File: src/rtl/subservient_periph_pkg.sv
// Shared definitions for the subservient peripheral mux: FSM encodings and
// default slot count / ack timeout.
package subservient_periph_pkg;

    localparam int unsigned DEFAULT_N_SLAVES = 4;
    localparam int unsigned DEFAULT_TIMEOUT  = 16;

    typedef enum logic [1:0] {
        IDLE = 2'd0,
        BUSY = 2'd1,
        RESP = 2'd2
    } state_t;

endpackage

File: src/rtl/subservient_periph_timeout.sv
// Saturating BUSY-cycle counter; flags expiry on the cycle the count sits at
// TIMEOUT-1 while counting is enabled.
module subservient_periph_timeout
    import subservient_periph_pkg::*;
#(
    parameter int unsigned TIMEOUT = DEFAULT_TIMEOUT
) (
    input  logic clk,
    input  logic rst,
    input  logic clear,
    input  logic enable,
    output logic expired
);

    localparam int unsigned CW = $clog2(TIMEOUT);
    localparam logic [CW-1:0] LAST = CW'(TIMEOUT - 1);

    logic [CW-1:0] count;

    always_ff @(posedge clk) begin
        if (rst || clear) begin
            count <= '0;
        end else if (enable && (count != LAST)) begin
            count <= count + CW'(1);
        end
    end

    assign expired = enable && (count == LAST);

endmodule

File: src/rtl/subservient_periph_mux.sv
// Single-bit Wishbone slot mux: routes one master transaction to a selected
// peripheral slot and answers itself on bad addresses or a silent slave.
module subservient_periph_mux
    import subservient_periph_pkg::*;
#(
    parameter int unsigned N_SLAVES = DEFAULT_N_SLAVES,
    parameter int unsigned TIMEOUT  = DEFAULT_TIMEOUT
) (
    input  logic                i_wb_clk,
    input  logic                i_wb_rst,
    input  logic [2:0]          i_wb_adr,
    input  logic                i_wb_dat,
    input  logic                i_wb_we,
    input  logic                i_wb_stb,
    output logic                o_wb_rdt,
    output logic                o_wb_ack,
    output logic [N_SLAVES-1:0] o_s_stb,
    output logic                o_s_we,
    output logic                o_s_dat,
    input  logic [N_SLAVES-1:0] i_s_rdt,
    input  logic [N_SLAVES-1:0] i_s_ack,
    output logic                o_timeout_err
);

    state_t     state;
    logic [2:0] sel;
    logic       sel_ack;
    logic       sel_rdt;
    logic       expired;
    logic       adr_valid;

    assign o_s_we    = i_wb_we;
    assign o_s_dat   = i_wb_dat;
    assign adr_valid = ({1'b0, i_wb_adr} < 4'(N_SLAVES));

    // Only the selected slot is looked at, so stray acks elsewhere never matter.
    always_comb begin
        sel_ack = 1'b0;
        sel_rdt = 1'b0;
        o_s_stb = '0;
        for (int i = 0; i < N_SLAVES; i++) begin
            if (sel == 3'(i)) begin
                sel_ack    = i_s_ack[i];
                sel_rdt    = i_s_rdt[i];
                o_s_stb[i] = (state == BUSY);
            end
        end
    end

    subservient_periph_timeout #(
        .TIMEOUT (TIMEOUT)
    ) u_timeout (
        .clk     (i_wb_clk),
        .rst     (i_wb_rst),
        .clear   (state != BUSY),
        .enable  (state == BUSY),
        .expired (expired)
    );

    always_ff @(posedge i_wb_clk) begin
        if (i_wb_rst) begin
            state         <= IDLE;
            sel           <= 3'd0;
            o_wb_ack      <= 1'b0;
            o_wb_rdt      <= 1'b0;
            o_timeout_err <= 1'b0;
        end else begin
            o_wb_ack <= 1'b0;
            o_wb_rdt <= 1'b0;
            unique case (state)
                IDLE: begin
                    if (i_wb_stb) begin
                        if (adr_valid) begin
                            sel   <= i_wb_adr;
                            state <= BUSY;
                        end else begin
                            state         <= RESP;
                            o_wb_ack      <= 1'b1;
                            o_timeout_err <= 1'b1;
                        end
                    end
                end
                BUSY: begin
                    // A master abandoning the cycle gets no response at all.
                    if (!i_wb_stb) begin
                        state <= IDLE;
                    end else if (sel_ack) begin
                        state    <= RESP;
                        o_wb_ack <= 1'b1;
                        o_wb_rdt <= sel_rdt;
                    end else if (expired) begin
                        state         <= RESP;
                        o_wb_ack      <= 1'b1;
                        o_timeout_err <= 1'b1;
                    end
                end
                RESP: begin
                    state <= IDLE;
                end
                default: begin
                    state <= IDLE;
                end
            endcase
        end
    end

endmodule

File: config.mk
export PLATFORM = sky130hd
export DESIGN_NAME = subservient_periph_mux
export DESIGN_NICKNAME = d
export VERILOG_FILES = /design/src/rtl/subservient_periph_pkg.sv /design/src/rtl/subservient_periph_timeout.sv /design/src/rtl/subservient_periph_mux.sv
export SDC_FILE = /design/constraint.sdc
export NUM_CORES = 1
export LEC_CHECK = 0
export ABC_AREA = 1
export CAP_MARGIN = 15
export CORE_MARGIN = 2
export CORE_UTILIZATION = 40
export DETAILED_ROUTE_END_ITERATION = 8
export GPL_ROUTABILITY_DRIVEN = 0
export PLACE_DENSITY = 0.74
export SLEW_MARGIN = 20
export SYNTH_ARGS = -nofsm -noshare
export SYNTH_HDL_FRONTEND = slang
export SYNTH_HIERARCHICAL = 1
export SYNTH_SLANG_ARGS = --single-unit
File: constraint.sdc
create_clock -name i_wb_clk -period 2.13 [get_ports i_wb_clk]
set_input_delay 0.213 -clock i_wb_clk [delete_from_list [all_inputs] [get_ports i_wb_clk]]
set_output_delay 0.213 -clock i_wb_clk [all_outputs]
set_load 0.05 [all_outputs]
==> impl_metrics.prom, run 1 <==
# TYPE chip_impl_metric gauge
chip_impl_metric{name="critical_path.n_buffers_inverters",unit=""} 3
chip_impl_info{name="ys.flop_type",value="dfxtp_1"} 1
chip_impl_metric{name="postSynthRegisterBits",unit=""} 12
chip_impl_metric{name="post_route_skew",unit="ns"} 0.00123
chip_impl_info{name="crit_type",value="flip-flop to primary output"} 1
chip_impl_metric{name="route.detailed.drc",unit=""} 0
chip_impl_metric{name="floorplan.rows",unit=""} 14
chip_impl_info{name="synth.most_common_cell",value="nor2_1"} 1
chip_impl_metric{name="power.share.combinational",unit="%"} 19.3
chip_impl_info{name="hp-class",value="input port to primary output"} 1
chip_impl_metric{name="h_tree_depth",unit=""} 1
chip_impl_metric{name="clk_transition_reported_paths",unit="ns"} 0.08
chip_impl_metric{name="post-route-util",unit="%"} 58.3
chip_impl_metric{name="max_stage_delay",unit="ns"} 0.35
chip_impl_metric{name="chipWidth",unit="µm"} 44.8
chip_impl_metric{name="cell_internal_power",unit="mW"} 0.382
chip_impl_metric{name="switching_power",unit="mW"} 0.143
chip_impl_metric{name="pwr-share-seq",unit="%"} 45.8
chip_impl_metric{name="floorplan.initialDensity",unit="%"} 43.6
chip_impl_metric{name="power_switching_share",unit="%"} 27.2
chip_impl_metric{name="grt.overflow.total",unit=""} 0
chip_impl_metric{name="synth-async-reset-ratio",unit="%"} 0
chip_impl_metric{name="tightest_slew",unit="ns"} 0.498
chip_impl_metric{name="num_io_pins",unit=""} 25
chip_impl_metric{name="core",unit="µm²"} 1520
chip_impl_metric{name="setup_viol",unit=""} 0
chip_impl_metric{name="first_global_vias",unit=""} 579
chip_impl_metric{name="wire_length_reported_by_the_detailed_router",unit="µm"} 1450
chip_impl_metric{name="detail_route.wl_per_cell",unit="µm"} 11.5
chip_impl_metric{name="fin_crit_sh",unit="%"} 78.5
chip_impl_metric{name="power_density",unit="nW/µm²"} 591
chip_impl_metric{name="synthesis.instances",unit=""} 89
chip_impl_metric{name="total_leakage_power",unit="nW"} 0.321
chip_impl_metric{name="synthesis.area",unit="µm²"} 664
chip_impl_metric{name="io_buffer_count",unit=""} 20
chip_impl_metric{name="drt-initial-drc-count",unit=""} 12
chip_impl_info{name="netlist_top_cells_count",value="20 x nor2_1, 12 x dfxtp_1, 7 x inv_1"} 1
chip_impl_metric{name="post_cts_buffers",unit=""} 0
chip_impl_metric{name="required",unit="ns"} 1.92
chip_impl_metric{name="final_hold_viol_count",unit=""} 0
chip_impl_metric{name="die_h",unit="µm"} 44.8
chip_impl_info{name="timing.critical_path.from_type",value="flip-flop"} 1
chip_impl_metric{name="detailedRoute.firstPassIterationCount",unit=""} 3
chip_impl_metric{name="postRouteAntennaNets",unit=""} 0
chip_impl_metric{name="finish.cell_count_without_fillers",unit=""} 126
chip_impl_info{name="cts_root_buffer",value="clkbuf_4"} 1
chip_impl_metric{name="worst-path-stages",unit=""} 5
chip_impl_metric{name="syn2layout_area_growth",unit="%"} 33.7
chip_impl_metric{name="cts_resizes",unit=""} 0
chip_impl_metric{name="drt-vias-per-instance",unit=""} 5.11
chip_impl_info{name="run_status",value="finished, final reports clean"} 1
chip_impl_metric{name="clk_latency",unit="ns"} 0.27
chip_impl_metric{name="global_route_wire_length_before_repair",unit="µm"} 2330
chip_impl_info{name="cts_tree",value="done"} 1
chip_impl_metric{name="arrival",unit="ns"} 1.46
chip_impl_metric{name="average_cell_area_after_synthesis",unit="µm²"} 7.47
chip_impl_metric{name="number_of_cells_on_the_worst_reg_to_reg_path",unit=""} 7
chip_impl_metric{name="cts-buffers-inserted",unit=""} 3
chip_impl_metric{name="pwr-share-clk",unit="%"} 34.9
chip_impl_metric{name="nNetsFinal",unit=""} 128
chip_impl_info{name="grt_setup_unrepaired",value="no"} 1
chip_impl_metric{name="critPathMaxFanout",unit=""} 6
chip_impl_metric{name="dp_hpwl",unit="µm"} 1090
chip_impl_metric{name="ant_cells",unit=""} 0
chip_impl_metric{name="full_die_area",unit="µm²"} 2000
chip_impl_metric{name="place_inst",unit=""} 122
chip_impl_metric{name="layout_min_cycle_time",unit="ns"} 1.67
chip_impl_metric{name="min_path_cells",unit=""} 0
chip_impl_metric{name="clk_path_buf_depth",unit=""} 2
chip_impl_info{name="slowest_stage",value="dfxtp_1"} 1
chip_impl_info{name="endpoint_kind",value="primary output"} 1
chip_impl_metric{name="cts_hold_buf",unit=""} 0
chip_impl_info{name="timing.critical_path.cells",value="inv_1 > nor2_2 > inv_2 > nor4_1 > buf_4"} 1
chip_impl_metric{name="routed-via-count",unit=""} 644
chip_impl_info{name="timing.critical_path.max_delay_family",value="simple AND/OR/NAND/NOR gates"} 1
chip_impl_metric{name="groute.usage.overall",unit="%"} 16.1
chip_impl_metric{name="highest_clock_rate",unit="GHz"} 0.598
chip_impl_metric{name="syn-num-nets",unit=""} 106
chip_impl_metric{name="drv.max_cap_violation_count",unit=""} 0
chip_impl_info{name="netlist_top_cells_area",value="dfxtp_1 36%, nor2_1 11%, nand3_2 7.5%, inv_1 4.0%, nand4_1 3.8%"} 1
chip_impl_metric{name="ys.warnings.count",unit=""} 6
chip_impl_metric{name="tritoncts_num_sinks",unit=""} 12
chip_impl_metric{name="relSlewSlack",unit="%"} 66.7
chip_impl_info{name="synth_largest_area_cell",value="dfxtp_1"} 1
chip_impl_metric{name="regToRegSetupSlack",unit="ns"} 0.82
chip_impl_metric{name="synth_sequential_area_ratio",unit="%"} 36.2
chip_impl_metric{name="grt_start_max_net_pins",unit=""} 9
chip_impl_metric{name="power.ir.vdd_worst",unit="µV"} 465
chip_impl_metric{name="yosysTopAreaCellShare",unit="%"} 36.2
chip_impl_metric{name="grt_antenna_before_repair",unit=""} 0
chip_impl_metric{name="synth-edff-count",unit=""} 0
chip_impl_metric{name="timing_max_transition_violations_final",unit=""} 0
chip_impl_metric{name="synth.lib_cells_used.distinct",unit=""} 22
chip_impl_metric{name="final_layout_size_suffix_gt1_share",unit="%"} 22.7
[cell type report]
| type | count | area, µm² |
|---|---|---|
| multi-input combinational | 64 | 364 |
| tap | 16 | 20.0 |
| fill | 149 | 636 |
| clock buffer | 4 | 36.3 |
| inverter | 10 | 37.5 |
| timing repair buffer | 20 | 190 |
| sequential | 12 | 240 |
[through the flow]
step	setup TNS [ns]	hold WS, ns	setup WS, ns	total power [mW]	instance area [µm²]
after floorplan	-0.634	0.275	-0.211	0.316	664
after CTS	0	0.426	0.438	0.532	888
after global routing	0	0.426	0.322	0.552	888
after global placement	0	0.426	0.734	0.346	852
final	0	0.426	0.458	0.525	888
after detailed placement	0	0.426	0.736	0.347	852
[cells in the final DEF, fill, tap and decap left out]
cell type / count
a21oi_2: 2
inv_2: 3
a211oi_1: 2
or2_4: 1
clkbuf_4: 3
clkdlybuf4s50_1: 16
dfxtp_1: 12
nand3_1: 4
nor3_1: 1
nand3_2: 5
o211ai_1: 2
ha_1: 1
nand2_1: 6
buf_4: 4
nor2_1: 20
nand2_4: 1
inv_1: 7
or2_1: 1
nand2_2: 3
o21ai_0: 3
a21oi_1: 3
nor4_1: 3
clkbuf_8: 1
nand4_1: 4
nor2_2: 2
[final timing paths]
check                                   from                    endpoint
min                                 i_wb_dat                     o_s_dat
max                    state[0]$_SDFFE_PP0P_                  o_s_stb[0]
min reg2reg       o_timeout_err$_SDFFE_PP0P_  o_timeout_err$_SDFFE_PP0P_
max reg2reg  u_timeout/count[0]$_SDFFE_PP0P_  o_timeout_err$_SDFFE_PP0P_
[routing by layer]
metal / wire (µm) / up-vias / global-route usage (%)
met1: 649 / 285 / 19.7
met2: 696 / 15 / 26.1
met4: 0 / 0 / 5.45
li1: - / 344 / -
met5: 0 / - / 0
met3: 99 / 0 / 6.00
[state kept, by name, summed over array words and instances (netlist names)]
register         cells
o_timeout_err        1
o_wb_ack             1
o_wb_rdt             1
sel                  3
state                2
u_timeout/count      4
[power by group through the flow]
stage	Clock, mW	Sequential (mW)	Combinational, mW
2_1_floorplan	0	0.252	0.0641
3_3_place_gp	0	0.245	0.101
3_5_place_dp	0	0.245	0.101
4_1_cts	0.190	0.240	0.102
5_1_grt	0.199	0.242	0.111
6_report	0.183	0.240	0.101
[worst reg2reg max path, stage by stage, from the launching register on]
cell and delay, ns:
dfxtp_1 0.42, ha_1 0.25, nand3_2 0.11, nor2_1 0.13, nor2_2 0.08, nor2_1 0.11, nand2_2 0.06, a21oi_2 0.09
[logic make-up (layout without fill, tap and decap cells)]
| group | after synthesis | in the layout | share of synthesized area, % |
|---|---|---|---|
| buffers and inverters | 13 | 34 | 9.04 |
| AND/OR/NAND/NOR | 51 | 51 | 41.2 |
| flip-flops | 12 | 12 | 36.2 |
| AO/OA/AOI/OAI | 12 | 12 | 11.7 |
| adder cells (fa/ha/maj) | 1 | 1 | 1.88 |
(Power assumes the default switching activity.)
==> run 2: changes to the inputs <==
Clock period 2.13 ns to 1.6 ns, I/O delays scaled along.
==> run 2 against run 1 <==
Non-clock buffer count increased by 1. Sequential power increased by 34%. First-iteration DRC count decreased by 17%. Clock power increased by 36%. Critical path depth unchanged. Largest power group unchanged. Total power increased by 37%. Setup slack got worse by 0.42 ns. Wire length increased by 3.3%. Flip-flop and latch count unchanged. Utilization increased by 4.8 points. Clock skew about the same.
==> impl_metrics.prom, run 2 (synthesized netlist as in run 1, its figures left out) <==
# TYPE chip_impl_metric gauge
chip_impl_info{name="run_status",value="finished, final reports clean"} 1
chip_impl_info{name="start_of_the_worst_register_to_register_path",value="state[0]$_SDFFE_PP0P_"} 1
chip_impl_metric{name="groute.usage.overall",unit="%"} 17.7
chip_impl_metric{name="route.detailed.drc",unit=""} 0
chip_impl_metric{name="core",unit="µm²"} 1520
chip_impl_metric{name="final.fill_count",unit=""} 135
chip_impl_metric{name="layout_min_cycle_time",unit="ns"} 1.57
chip_impl_metric{name="clk_transition_reported_paths",unit="ns"} 0.08
chip_impl_metric{name="full_die_area",unit="µm²"} 2000
chip_impl_metric{name="required",unit="ns"} 1.44
chip_impl_metric{name="post_cts_buffers",unit=""} 0
chip_impl_info{name="crit_type",value="flip-flop to primary output"} 1
chip_impl_metric{name="num_io_pins",unit=""} 25
chip_impl_metric{name="setup_viol",unit=""} 0
chip_impl_metric{name="nNetsFinal",unit=""} 129
chip_impl_metric{name="global_route_wire_length_before_repair",unit="µm"} 2590
chip_impl_metric{name="grt_antenna_before_repair",unit=""} 0
chip_impl_metric{name="first_global_vias",unit=""} 631
chip_impl_metric{name="grt.overflow.total",unit=""} 0
chip_impl_metric{name="fin_crit_sh",unit="%"} 97.9
chip_impl_metric{name="drt-initial-drc-count",unit=""} 10
chip_impl_info{name="grt_setup_unrepaired",value="yes"} 1
chip_impl_metric{name="cts_hold_buf",unit=""} 0
chip_impl_metric{name="floorplan.initialDensity",unit="%"} 43.6
chip_impl_info{name="hp-class",value="input port to primary output"} 1
chip_impl_metric{name="wire_length_reported_by_the_detailed_router",unit="µm"} 1490
chip_impl_info{name="cts_tree",value="done"} 1
chip_impl_metric{name="routed-via-count",unit=""} 656
chip_impl_info{name="layout.cells.most_common",value="nor2_1"} 1
chip_impl_metric{name="syn2layout_area_growth",unit="%"} 44.8
chip_impl_metric{name="hold_ws",unit="ns"} 0.320
chip_impl_metric{name="multiInputGateArea",unit="µm²"} 383
chip_impl_metric{name="power_density",unit="nW/µm²"} 745
chip_impl_metric{name="die_h",unit="µm"} 44.8
chip_impl_metric{name="io_buffer_count",unit=""} 20
chip_impl_info{name="layout.cells.most_common_list",value="20 x nor2_1, 14 x clkdlybuf4s50_1, 10 x dfxtp_1, 7 x inv_1, 6 x nand2_1"} 1
chip_impl_metric{name="min_path_cells",unit=""} 0
chip_impl_metric{name="post_route_skew",unit="ns"} 0.00140
chip_impl_metric{name="design_area",unit="µm²"} 962
chip_impl_metric{name="arrival",unit="ns"} 1.41
chip_impl_metric{name="register_area",unit="µm²"} 243
chip_impl_metric{name="total_power",unit="mW"} 0.716
chip_impl_metric{name="detailed_place.area",unit="µm²"} 923
chip_impl_metric{name="final_layout_size_suffix_gt1_share",unit="%"} 29.7
chip_impl_metric{name="clk_path_buf_depth",unit=""} 2
chip_impl_metric{name="tightest_slew",unit="ns"} 0.487
chip_impl_metric{name="floorplan.rows",unit=""} 14
chip_impl_info{name="worstReg2RegEnd",value="o_timeout_err$_SDFFE_PP0P_"} 1
chip_impl_metric{name="tritoncts_num_sinks",unit=""} 12
chip_impl_metric{name="ant_cells",unit=""} 0
chip_impl_metric{name="chipWidth",unit="µm"} 44.8
chip_impl_metric{name="timing_max_transition_violations_final",unit=""} 0
chip_impl_metric{name="relSlewSlack",unit="%"} 67.5
chip_impl_metric{name="final_hold_viol_count",unit=""} 0
chip_impl_metric{name="cts-buffers-inserted",unit=""} 3
chip_impl_metric{name="number_of_cells_on_the_worst_reg_to_reg_path",unit=""} 9
chip_impl_info{name="hold_path_startpoint",value="i_wb_we"} 1
chip_impl_metric{name="postRouteAntennaNets",unit=""} 0
chip_impl_metric{name="grt_start_max_net_pins",unit=""} 9
chip_impl_metric{name="highest_clock_rate",unit="GHz"} 0.638
chip_impl_metric{name="dp_hpwl",unit="µm"} 1150
chip_impl_metric{name="regToRegSetupSlack",unit="ns"} 0.27
chip_impl_info{name="hold_path_end",value="o_s_we"} 1
chip_impl_metric{name="detailedRoute.firstPassIterationCount",unit=""} 4
chip_impl_info{name="cts_root_buffer",value="clkbuf_4"} 1
chip_impl_metric{name="total_leakage_power",unit="nW"} 0.343
chip_impl_metric{name="power.ir.vdd_worst",unit="µV"} 538
chip_impl_metric{name="critPathMaxFanout",unit=""} 6
chip_impl_metric{name="detail_route.wl_per_cell",unit="µm"} 11.8
chip_impl_metric{name="clk_latency",unit="ns"} 0.28
chip_impl_metric{name="drt-vias-per-instance",unit=""} 5.17
chip_impl_info{name="timing.critical_path.from_type",value="flip-flop"} 1
chip_impl_info{name="max_flop_register",value="u_timeout/count"} 1
chip_impl_info{name="largestRegisters",value="u_timeout/count (4), sel (3), state (2)"} 1
chip_impl_info{name="endpoint_kind",value="primary output"} 1
chip_impl_metric{name="h_tree_depth",unit=""} 1
chip_impl_metric{name="max_reg_flops",unit=""} 4
chip_impl_metric{name="drv.max_cap_violation_count",unit=""} 0
-- run 2: changes by cell type in the layout (fill, tap and decap cells not counted), sizes merged --
cell | previous run | this run
buf | 4 | 7
clkdlybuf4s50 | 16 | 14
-- run 2: power by group --
part	switching [mW]	internal (mW)	leakage [nW]	total, mW
registers	0.0120	0.310	0.0984	0.322
clock network	0.110	0.139	0.0210	0.249
logic	0.0783	0.0673	0.223	0.146
-- run 2: metal layers --
layer / routed length [µm] / GRT usage [%]
met5: 0 / 0
met4: 14 / 5.45
met2: 816 / 33.0
met3: 70 / 4.00
met1: 591 / 19.8
-- run 2: worst max-delay path: stages (launching register included) --
cell and delay [ns]:
dfxtp_1 0.35, inv_1 0.06, nor2_2 0.15, inv_2 0.11, nor4_2 0.26, buf_12 0.19
-- run 2: worst max path at each step --
stage / from / slack (ns) / cells after the start / endpoint
after floorplan: state[0]$_SDFFE_PP0P_ / -0.11 / 4 / o_s_stb[0]
after global placement: sel[0]$_SDFFE_PP0P_ / 0.28 / 3 / o_s_stb[1]
after detailed placement: i_wb_stb / 0.26 / 6 / state[1]$_SDFFE_PP0P_
after CTS: state[0]$_SDFFE_PP0P_ / 0.02 / 5 / o_s_stb[1]
after global routing: state[0]$_SDFFE_PP0P_ / -0.06 / 5 / o_s_stb[0]
final: state[0]$_SDFFE_PP0P_ / 0.03 / 5 / o_s_stb[1]
-- run 2: final cells by class --
| type | count | area share, % |
|---|---|---|
| repair buffers | 21 | 25.2 |
| inverters | 10 | 3.90 |
| multi-input cells | 64 | 39.8 |
| well taps | 16 | 2.08 |
| clock buffers | 4 | 3.77 |
| flip-flops and latches | 12 | 25.2 |
-- run 2: metrics by stage --
stage | TNS (ns) | utilization, % | std cells | setup slack [ns]
after floorplan | -0.321 | - | 89 | -0.107
after global placement | 0 | 60.6 | 123 | 0.277
after detailed placement | 0 | 60.6 | 123 | 0.258
after CTS | 0 | 63.1 | 127 | 0.0203
after global routing | -0.154 | 63.1 | 127 | -0.0635
final | 0 | 63.1 | 127 | 0.0332
-- run 2: what timing repair did --
item	in CTS	in global routing
setup endpoints to repair	2	3
pin swaps	0	0
gates resized for setup	2	0
==> run 3: changes to the inputs <==
Settings changed: CORE_UTILIZATION 40 to 42, CTS_BUF_LIST set to sky130_fd_sc_hd__clkbuf_16, PLACE_DENSITY 0.74 to 0.77.
==> run 3 against run 2 <==
Clock-buffer cell count fell by 1. Flip-flop and latch count unchanged. Die area is 4.4% lower. Clock power rose by 84%. Total power grew 31%. Sequential share of layout area fell by 1.8 points. Setup slack improved by 0.081 ns. Utilization rose by 6.4 points. Largest cell class unchanged. Largest power group is now the clock network.
==> impl_metrics.prom, run 3 (synthesized netlist as in run 1, its figures left out) <==
# TYPE chip_impl_metric gauge
chip_impl_metric{name="num_io_pins",unit=""} 25
chip_impl_metric{name="critPathMaxFanout",unit=""} 1
chip_impl_metric{name="min_path_cells",unit=""} 0
chip_impl_metric{name="grt_start_max_net_pins",unit=""} 9
chip_impl_metric{name="tightest_slew",unit="ns"} 0.488
chip_impl_metric{name="number_of_cells_on_the_worst_reg_to_reg_path",unit=""} 6
chip_impl_metric{name="ant_cells",unit=""} 0
chip_impl_metric{name="wire_length_reported_by_the_detailed_router",unit="µm"} 1640
chip_impl_info{name="hp-class",value="input port to primary output"} 1
chip_impl_metric{name="clk_latency",unit="ns"} 0.24
chip_impl_metric{name="grt_antenna_before_repair",unit=""} 0
chip_impl_metric{name="drt-initial-drc-count",unit=""} 9
chip_impl_metric{name="dp_hpwl",unit="µm"} 1200
chip_impl_metric{name="critical_path.n_buffers_inverters",unit=""} 1
chip_impl_metric{name="die_h",unit="µm"} 43.8
chip_impl_metric{name="met3RoutedLength",unit="µm"} 80
chip_impl_info{name="run_status",value="finished, final reports clean"} 1
chip_impl_metric{name="power_density",unit="nW/µm²"} 904
chip_impl_metric{name="fin_crit_sh",unit="%"} 92.9
chip_impl_metric{name="total_power",unit="mW"} 0.936
chip_impl_info{name="max_flop_register",value="u_timeout/count"} 1
chip_impl_metric{name="arrival",unit="ns"} 1.33
chip_impl_info{name="timing.critical_path.max_delay_family",value="buffers and inverters"} 1
chip_impl_metric{name="groute.usage.overall",unit="%"} 18.0
chip_impl_info{name="cts_tree",value="done"} 1
chip_impl_info{name="cts_root_buffer",value="clkbuf_16"} 1
chip_impl_metric{name="post_cts_buffers",unit=""} 0
chip_impl_metric{name="detail_route.wl_per_cell",unit="µm"} 12.9
chip_impl_info{name="hold_path_startpoint",value="i_wb_we"} 1
chip_impl_metric{name="global_route_wire_length_before_repair",unit="µm"} 2550
chip_impl_metric{name="first_global_vias",unit=""} 636
chip_impl_info{name="start_of_the_worst_register_to_register_path",value="sel[2]$_SDFFE_PP0P_"} 1
chip_impl_metric{name="nNetsFinal",unit=""} 129
chip_impl_info{name="endpoint_kind",value="primary output"} 1
chip_impl_metric{name="placement.setup.worst_slack",unit="ns"} 0.224
chip_impl_info{name="worstReg2RegEnd",value="state[0]$_SDFFE_PP0P_"} 1
chip_impl_info{name="slowest_stage",value="clkdlybuf4s50_1"} 1
chip_impl_metric{name="clk_transition_reported_paths",unit="ns"} 0.04
chip_impl_metric{name="route.detailed.drc",unit=""} 0
chip_impl_metric{name="met2WireLength",unit="µm"} 878
chip_impl_metric{name="full_die_area",unit="µm²"} 1920
chip_impl_metric{name="floorplan.initialDensity",unit="%"} 44.6
chip_impl_metric{name="post-route-util",unit="%"} 69.6
chip_impl_metric{name="final_layout_size_suffix_gt1_share",unit="%"} 28.8
chip_impl_metric{name="max_stage_delay",unit="ns"} 0.79
chip_impl_metric{name="required",unit="ns"} 1.44
chip_impl_info{name="layout.cells.most_common_list",value="20 x nor2_1, 14 x clkdlybuf4s50_1, 10 x dfxtp_1, 7 x inv_1, 6 x nand2_1"} 1
chip_impl_metric{name="relSlewSlack",unit="%"} 67.4
chip_impl_info{name="hold_path_end",value="o_s_we"} 1
chip_impl_info{name="timing.critical_path.cells",value="clkdlybuf4s50_1"} 1
chip_impl_metric{name="io_buffer_count",unit=""} 20
chip_impl_metric{name="h_tree_depth",unit=""} 1
chip_impl_info{name="timing.critical_path.from_type",value="flip-flop"} 1
chip_impl_metric{name="total_leakage_power",unit="nW"} 0.362
chip_impl_metric{name="cts-buffers-inserted",unit=""} 3
chip_impl_info{name="grt_setup_unrepaired",value="no"} 1
chip_impl_metric{name="power.ir.vdd_worst",unit="µV"} 571
chip_impl_metric{name="tritoncts_num_sinks",unit=""} 12
chip_impl_metric{name="chipWidth",unit="µm"} 43.8
chip_impl_metric{name="timing_max_transition_violations_final",unit=""} 0
chip_impl_metric{name="routed-via-count",unit=""} 674
chip_impl_metric{name="post_route_skew",unit="ns"} 0.00243
chip_impl_info{name="maxUsedRoutingLayer",value="met4"} 1
chip_impl_metric{name="finalWorstSetupSlack",unit="ns"} 0.114
chip_impl_metric{name="layout_min_cycle_time",unit="ns"} 1.49
chip_impl_metric{name="clk_path_buf_depth",unit=""} 2
chip_impl_metric{name="final_hold_viol_count",unit=""} 0
chip_impl_metric{name="postRouteAntennaNets",unit=""} 0
chip_impl_metric{name="grt.overflow.total",unit=""} 0
chip_impl_info{name="crit_type",value="flip-flop to primary output"} 1
chip_impl_metric{name="highest_clock_rate",unit="GHz"} 0.673
chip_impl_metric{name="drt-vias-per-instance",unit=""} 5.31
chip_impl_metric{name="setup_viol",unit=""} 0
chip_impl_metric{name="route.layer.met1.wl",unit="µm"} 660
chip_impl_metric{name="syn2layout_area_growth",unit="%"} 55.9
chip_impl_metric{name="drv.max_cap_violation_count",unit=""} 0
chip_impl_metric{name="regToRegSetupSlack",unit="ns"} 0.30
chip_impl_metric{name="floorplan.rows",unit=""} 14
chip_impl_metric{name="detailedRoute.firstPassIterationCount",unit=""} 3
chip_impl_metric{name="hold_ws",unit="ns"} 0.320
chip_impl_metric{name="max_reg_flops",unit=""} 4
chip_impl_info{name="largestRegisters",value="u_timeout/count (4), sel (3), state (2)"} 1
chip_impl_info{name="layout.cells.most_common",value="nor2_1"} 1
chip_impl_metric{name="core",unit="µm²"} 1490
[run 3: cell types whose count changed in the layout (fill, tap and decap cells not counted), sizes merged]
cell | before | now
clkinv | 0 | 1
clkbuf | 4 | 3
[run 3: worst max path at each step]
stage / start / endpoint / cells past startpoint
detailed placement: i_wb_stb / state[1]$_SDFFE_PP0P_ / 6
floorplan: state[0]$_SDFFE_PP0P_ / o_s_stb[0] / 4
CTS: sel[0]$_SDFFE_PP0P_ / o_s_stb[1] / 3
finish: o_wb_rdt$_SDFF_PP0_ / o_wb_rdt / 1
global route: sel[2]$_SDFFE_PP0P_ / o_s_stb[3] / 4
global placement: i_wb_stb / state[1]$_SDFFE_PP0P_ / 6
[run 3: final cells by class]
cell class	instances	area, µm²
clock buffers	3	75.1
inverters	10	37.5
clock inverters	1	3.75
repair buffers	21	243
fillers	111	453
well taps	16	20.0
flip-flops and latches	12	243
multi-input cells	64	414
[run 3: where the power goes]
group | switching (mW) | total [mW] | internal (mW)
clock | 0.129 | 0.458 | 0.329
sequential | 0.0155 | 0.327 | 0.311
combinational | 0.0823 | 0.152 | 0.0693
[run 3: metrics by stage]
step	instance area (µm²)	std cells	setup TNS, ns
3_3_place_gp	923	123	0
6_report	1040	127	0
5_1_grt	1040	127	0
4_1_cts	1000	127	-0.0168
2_1_floorplan	683	89	-0.321
3_5_place_dp	923	123	0
[run 3: metal layers]
layer  vias to the layer above  GRT usage, %
li1                        340             -
met4                         0          6.67
met3                         5          7.08
met2                        14          32.4
met1                       315          18.5
met5                         -             0
[run 3: repair_timing]
action,CTS,global route
resized for setup,0,6
hold buffers,0,0
hold endpoints to repair,0,0
endpoints found under the setup margin,1,3
